===== config.mk =====
export PLATFORM = sky130hd
export DESIGN_NAME = ps2_keycode_decoder
export DESIGN_NICKNAME = d
export VERILOG_FILES = /design/src/rtl/ps2_keycode_decoder.sv
export SDC_FILE = /design/constraint.sdc
export NUM_CORES = 1
export LEC_CHECK = 0
export ABC_CLOCK_PERIOD_IN_PS = 4120
export BUFFER_PORTS_ARGS = -buffer_cell sky130_fd_sc_hd__buf_2
export CORE_ASPECT_RATIO = 0.7
export CORE_MARGIN = 2
export CORE_UTILIZATION = 65
export CTS_BUF_LIST = sky130_fd_sc_hd__clkbuf_2 sky130_fd_sc_hd__clkbuf_4 sky130_fd_sc_hd__clkbuf_8
export DETAILED_ROUTE_END_ITERATION = 6
export MAX_ROUTING_LAYER = met4
export PLACE_DENSITY = 0.81
export RECOVER_POWER = 50
export SLEW_MARGIN = 20
export SYNTH_ARGS = -nofsm -noshare
export SYNTH_HDL_FRONTEND = slang
export SYNTH_HIERARCHICAL = 1
export SYNTH_SLANG_ARGS = --single-unit

===== constraint.sdc =====
create_clock -name clk_audio -period 4.12 [get_ports clk_audio]
set_clock_uncertainty 0.2 [all_clocks]
set_input_delay 0.206 -clock clk_audio [delete_from_list [all_inputs] [get_ports clk_audio]]
set_output_delay 0.206 -clock clk_audio [all_outputs]
set_load 0.1 [all_outputs]

===== src/rtl/ps2_keycode_decoder.sv =====
// PS/2 keyboard front end: conditions the raw bus lines, receives 11-bit
// device-to-host frames and turns make/break byte sequences into key events
// in the clk_audio domain.

// One bus line: 2-flop synchronizer followed by a stability filter.
module ps2_line_filter #(
    parameter int FILTER_LEN = 8
) (
    input  logic clk_audio,
    input  logic reset,
    input  logic raw,
    output logic filt
);
    localparam int CW = (FILTER_LEN > 1) ? $clog2(FILTER_LEN) : 1;

    logic [1:0]    sync;
    logic [CW-1:0] cnt;

    // Synchronize the asynchronous line; presets high like an idle bus.
    always_ff @(posedge clk_audio or posedge reset)
        if (reset) sync <= 2'b11;
        else       sync <= {sync[0], raw};

    // Follow the synchronized value only after FILTER_LEN consecutive samples disagree with it.
    always_ff @(posedge clk_audio or posedge reset)
        if (reset) begin
            cnt  <= '0;
            filt <= 1'b1;
        end else if (sync[1] == filt) begin
            cnt  <= '0;
        end else if (cnt == CW'(FILTER_LEN - 1)) begin
            filt <= sync[1];
            cnt  <= '0;
        end else begin
            cnt  <= cnt + 1'b1;
        end
endmodule

module ps2_keycode_decoder #(
    parameter int FILTER_LEN     = 8,
    parameter int TIMEOUT_CYCLES = 100000
) (
    input  logic       clk_audio,
    input  logic       reset,
    input  logic       ps2_clk,
    input  logic       ps2_data,
    output logic [8:0] code,
    output logic       pressed,
    output logic       key_valid,
    output logic       frame_error
);
    localparam int TW = $clog2(TIMEOUT_CYCLES + 1);

    typedef enum logic {IDLE, RECV} rx_state_t;

    typedef struct packed {
        logic [8:0] code;
        logic       pressed;
        logic       key_valid;
        logic       frame_error;
    } key_evt_t;

    logic [1:0] raw_lines, filt_lines;
    logic       clk_f, data_f, clk_prev_q, fall;

    rx_state_t  state_q, state_d;
    logic [3:0] bit_cnt_q, bit_cnt_d;   // bits taken so far in the current frame
    logic [8:0] sh_q, sh_d;             // data bits [7:0] and parity [8] after bit 9
    logic [TW-1:0] to_cnt_q, to_cnt_d;
    logic       ext_q, ext_d, brk_q, brk_d;
    logic [2:0] skip_q, skip_d;         // bytes still to swallow from a Pause sequence
    key_evt_t   evt_q, evt_d;
    logic       byte_ok;
    logic [7:0] rx_byte;

    assign raw_lines = {ps2_data, ps2_clk};

    ps2_line_filter #(.FILTER_LEN(FILTER_LEN)) u_filt [1:0] (
        .clk_audio (clk_audio),
        .reset     (reset),
        .raw       (raw_lines),
        .filt      (filt_lines)
    );

    assign clk_f  = filt_lines[0];
    assign data_f = filt_lines[1];
    assign fall   = clk_prev_q & ~clk_f;

    assign code        = evt_q.code;
    assign pressed     = evt_q.pressed;
    assign key_valid   = evt_q.key_valid;
    assign frame_error = evt_q.frame_error;

    // State register for the receiver, prefix decoder and output event.
    always_ff @(posedge clk_audio or posedge reset)
        if (reset) begin
            clk_prev_q <= 1'b1;
            state_q    <= IDLE;
            bit_cnt_q  <= '0;
            sh_q       <= '0;
            to_cnt_q   <= '0;
            ext_q      <= 1'b0;
            brk_q      <= 1'b0;
            skip_q     <= '0;
            evt_q      <= '0;
        end else begin
            clk_prev_q <= clk_f;
            state_q    <= state_d;
            bit_cnt_q  <= bit_cnt_d;
            sh_q       <= sh_d;
            to_cnt_q   <= to_cnt_d;
            ext_q      <= ext_d;
            brk_q      <= brk_d;
            skip_q     <= skip_d;
            evt_q      <= evt_d;
        end

    // Frame reception, timeout and byte decode; a byte accepted on the stop
    // edge is decoded in the same step so the event lands one cycle later.
    always_comb begin
        state_d   = state_q;
        bit_cnt_d = bit_cnt_q;
        sh_d      = sh_q;
        to_cnt_d  = to_cnt_q;
        ext_d     = ext_q;
        brk_d     = brk_q;
        skip_d    = skip_q;
        evt_d     = evt_q;
        evt_d.key_valid   = 1'b0;
        evt_d.frame_error = 1'b0;
        byte_ok   = 1'b0;
        rx_byte   = sh_q[7:0];

        case (state_q)
            IDLE: begin
                to_cnt_d = '0;
                // A high start bit is line noise or a lost frame: stay idle to resync.
                if (fall && !data_f) begin
                    state_d   = RECV;
                    bit_cnt_d = 4'd1;
                end
            end
            RECV: begin
                if (fall) begin
                    to_cnt_d = '0;
                    if (bit_cnt_q == 4'd10) begin
                        state_d   = IDLE;
                        bit_cnt_d = '0;
                        if ((^sh_q) && data_f) byte_ok = 1'b1;
                        else                   evt_d.frame_error = 1'b1;
                    end else begin
                        sh_d      = {data_f, sh_q[8:1]};
                        bit_cnt_d = bit_cnt_q + 4'd1;
                    end
                end else if (to_cnt_q == TW'(TIMEOUT_CYCLES - 1)) begin
                    state_d   = IDLE;
                    bit_cnt_d = '0;
                    to_cnt_d  = '0;
                    ext_d     = 1'b0;
                    brk_d     = 1'b0;
                    skip_d    = '0;
                    evt_d.frame_error = 1'b1;
                end else begin
                    to_cnt_d = to_cnt_q + 1'b1;
                end
            end
            default: state_d = IDLE;
        endcase

        if (byte_ok) begin
            if (skip_q != 3'd0) begin
                skip_d = skip_q - 3'd1;
            end else begin
                case (rx_byte)
                    8'hE1: begin
                        skip_d = 3'd7;
                        ext_d  = 1'b0;
                        brk_d  = 1'b0;
                    end
                    8'hE0: ext_d = 1'b1;
                    8'hF0: brk_d = 1'b1;
                    8'hAA, 8'hFA, 8'hFE, 8'hEE, 8'h00, 8'hFF: begin
                        ext_d = 1'b0;
                        brk_d = 1'b0;
                    end
                    default: begin
                        evt_d.code      = {ext_q, rx_byte};
                        evt_d.pressed   = ~brk_q;
                        evt_d.key_valid = 1'b1;
                        ext_d = 1'b0;
                        brk_d = 1'b0;
                    end
                endcase
            end
        end
    end
endmodule


==> impl_metrics.yaml <==
worst_setup_path:
  cp_data_arrival_time_ns: 3.19
  reg2reg_to: "code[3]"
  cp_max_fo: 10
  reg2reg_depth: 7
  cp.required_ns: 4.14
  criticalPathCategory: "flip-flop to flip-flop"
  crit_path_end_kind: "flip-flop"
  reg2reg_setup_slack_ns: 0.95
  r2r-start: "sh_q[2]"
  startpoint_type: "flip-flop"
cells_and_area:
  multi_input_area_sq_um: 1366
  syn2layout_area_growth_pct: 10.61
  final_nets: 326
  finish.utilization: 0.7554
  mostFrequentLayoutCell: "dfrtp_1"
  final_layout_size_suffix_gt1_frac: 0.1770
  antenna_cells: 0
  register_area_sq_um: 1535
  nFillCells: 299
  mostFrequentLayoutCells: "54 x dfrtp_1, 30 x nand2_1, 29 x nor2_1, 22 x ha_1, 17 x inv_1"
clocking:
  cts_resized: 0
  cts.sinks: 61
  clkLatencyLatePin_ns: 0.34
  numCtsBuffers: 9
  htree_levels: 3
  cts_max_path_buffers: 2
  cts_tree: "built"
  cts_root_buf: "clkbuf_8"
  path_clk_slew_ns: 0.06
pwr:
  irDropWorstVdd_uv: 392.6
  p_leak_nw: 1.601
  p_per_area_nw_per_um2: 451.1
grt:
  antenna_found_initial: 0
  grt_usage: 0.2543
  grt_pass1_vias: 2007
  grt_pass1_wl_microns: 9549
  gr-total-overflow: 0
  grt_max_degree: 50
yosys:
  synth_edf_count: 0
  syn-num-nets: 303
  yosysTopAreaCell: "dfrtp_1"
  ys_types: 45
  synthArstFlopShare: 1.000
  synthFlopType: "dfrtp_1"
  synth_seq_cells: 61
  synth_top_area_share: 0.4493
  syn_area_sq_um: 3008
  yosys_warnings: 6
  avgSynthCellArea_sq_um: 10.86
  ys_seq_area_frac: 0.5104
  syn_inst: 277
  synth_area_leaders: "dfrtp_1 45%, ha_1 9.2%, dfstp_2 6.1%, mux2_4 4.5%, nand2_1 3.7%"
sta:
  worst_slew_margin_rel: -0.4116
  hold_viol: 0
  finalCritPeriodShare: 0.7702
  fmaxAchievable_mhz: 315.1
  tightestPinTransition_ns: 2.106
  fin_tns_setup_ns: 0
  finalMaxSlewViolations: 50
  setup_viol: 0
  rsz0062_at_grt: "no"
  period_minus_slack_ns: 3.173
route:
  vias_per_cell: 5.658
  avgRoutedWirePerCell_microns: 14.98
  firstDrtPassIters: 4
  num_vias: 2037
  drt_iter0_markers: 157
  remaining_drc_errors: 0
  wirelength_microns: 5394
  antenna_left: 0
status:
  status: "finished with violations"
  violations: "capacitance limit, slew limit"
place:
  gp_congestion: 0.8070
  io_buffers: 15
  place_hpwl_microns: 3589
job:
  max_cap_violations: 1
die:
  core_sq_um: 4404
  die_area_sq_um: 5196
  pin_count: 16
  die-height_microns: 60.92
  fp.dieW_microns: 85.31
  row_count: 20
  initial_utilization: 0.6830
worst_hold_path:
  hp-class: "input pin to async pin"
cell families after synthesis:
kind of cell             count (synthesis)  synth area share
XOR/XNOR                                21           0.06822
AND/OR/NAND/NOR                        107            0.1780
adder cells (fa/ha/maj)                 22           0.09151
flip-flops                              61            0.5104
multiplexers                            13           0.05948
buffers and inverters                   24           0.03452
AO/OA/AOI/OAI                           29           0.05782
registers in the layout, summed over array words and instances (netlist names):
name         count
to_cnt_q        17
code             9
sh_q             9
u_filt/cnt       6
bit_cnt_q        4
u_filt/sync      4
skip_q           3
u_filt/filt      2
brk_q            1
clk_prev_q       1
ext_q            1
frame_error      1
key_valid        1
pressed          1
state_q          1
synth_stat cells, drive strengths merged, types with 2 or more instances:
cell type	n
nand2	30
nor4	3
buf	3
or4b	2
a21oi	3
clkbuf	3
ha	22
nand3	13
a31oi	2
or2	2
o21ai	14
o22ai	3
nor2b	5
nor2	29
nand3b	2
nand4	7
inv	18
nor3b	3
nand2b	2
xnor2	10
dfstp	7
o211ai	2
mux2	12
xor2	10
and2	4
dfrtp	54
nor3	2
routing by layer:
| layer | vias up | GRT usage | wire length (microns) |
|---|---|---|---|
| li1 | 987 | - | - |
| met2 | 51 | 0.3694 | 2392 |
| met1 | 994 | 0.3389 | 2622 |
| met4 | 0 | 0.06349 | 32 |
| met5 | - | - | 0 |
| met3 | 5 | 0.09796 | 346 |
worst max-delay path by stage:
stage | from | endpoint | slack [ns] | depth (start not counted)
4_1_cts | sh_q[2] | code[3] | 0.96 | 7
6_report | sh_q[2] | code[3] | 0.95 | 7
3_3_place_gp | sh_q[2] | code[8] | 1.04 | 7
5_1_grt | sh_q[2] | code[8] | 0.85 | 7
2_1_floorplan | sh_q[2] | code[0] | 1.37 | 8
3_5_place_dp | sh_q[2] | code[6] | 0.95 | 7
metrics by stage:
| stage | cell area (sq um) | std cells | hold slack (ns) | setup WS, ns | power (mW) |
|---|---|---|---|---|---|
| floorplan | 3008 | 277 | -0.2052 | 1.367 | 0.9646 |
| global placement | 3115 | 341 | -0.05516 | 1.042 | 1.000 |
| detailed placement | 3115 | 341 | -0.05227 | 0.9526 | 1.018 |
| CTS | 3329 | 360 | 0.1330 | 0.9634 | 1.514 |
| global route | 3327 | 360 | 0.1589 | 0.8457 | 1.594 |
| finish | 3327 | 360 | 0.1545 | 0.9467 | 1.501 |
worst max-delay path: stages, from the launching register on:
cell     delay [ns]
dfrtp_1        0.41
inv_1          0.10
ha_1           0.31
xnor3_1        0.37
xnor2_2        0.23
nand3_2        0.15
or4_1          0.89
mux2_4         0.40
layout make-up:
class                      count  share of cell area
sequential                    61              0.4615
multi-input combinational    192              0.4107
clock buffer                  14             0.05228
timing repair buffer          18             0.03121
inverter                      18             0.02068
tap                           55             0.02068
clock inverter                 2            0.003009
timing repair:
action / in CTS / in global routing
hold buffers: 3 / 0
hold endpoints to repair: 62 / 0
setup buffers: 0 / 0
setup endpoints to repair: 0 / 0
where the power goes:
| group | switching [mW] | leakage, nW | total (mW) | internal (mW) |
|---|---|---|---|---|
| Sequential | 0.0774 | 0.815 | 0.754 | 0.677 |
| Clock | 0.220 | 0.101 | 0.489 | 0.270 |
| Combinational | 0.153 | 0.686 | 0.257 | 0.104 |
| Total | 0.450 | 1.60 | 1.50 | 1.05 |
Note: power is estimated with default switching activity, not from simulation.
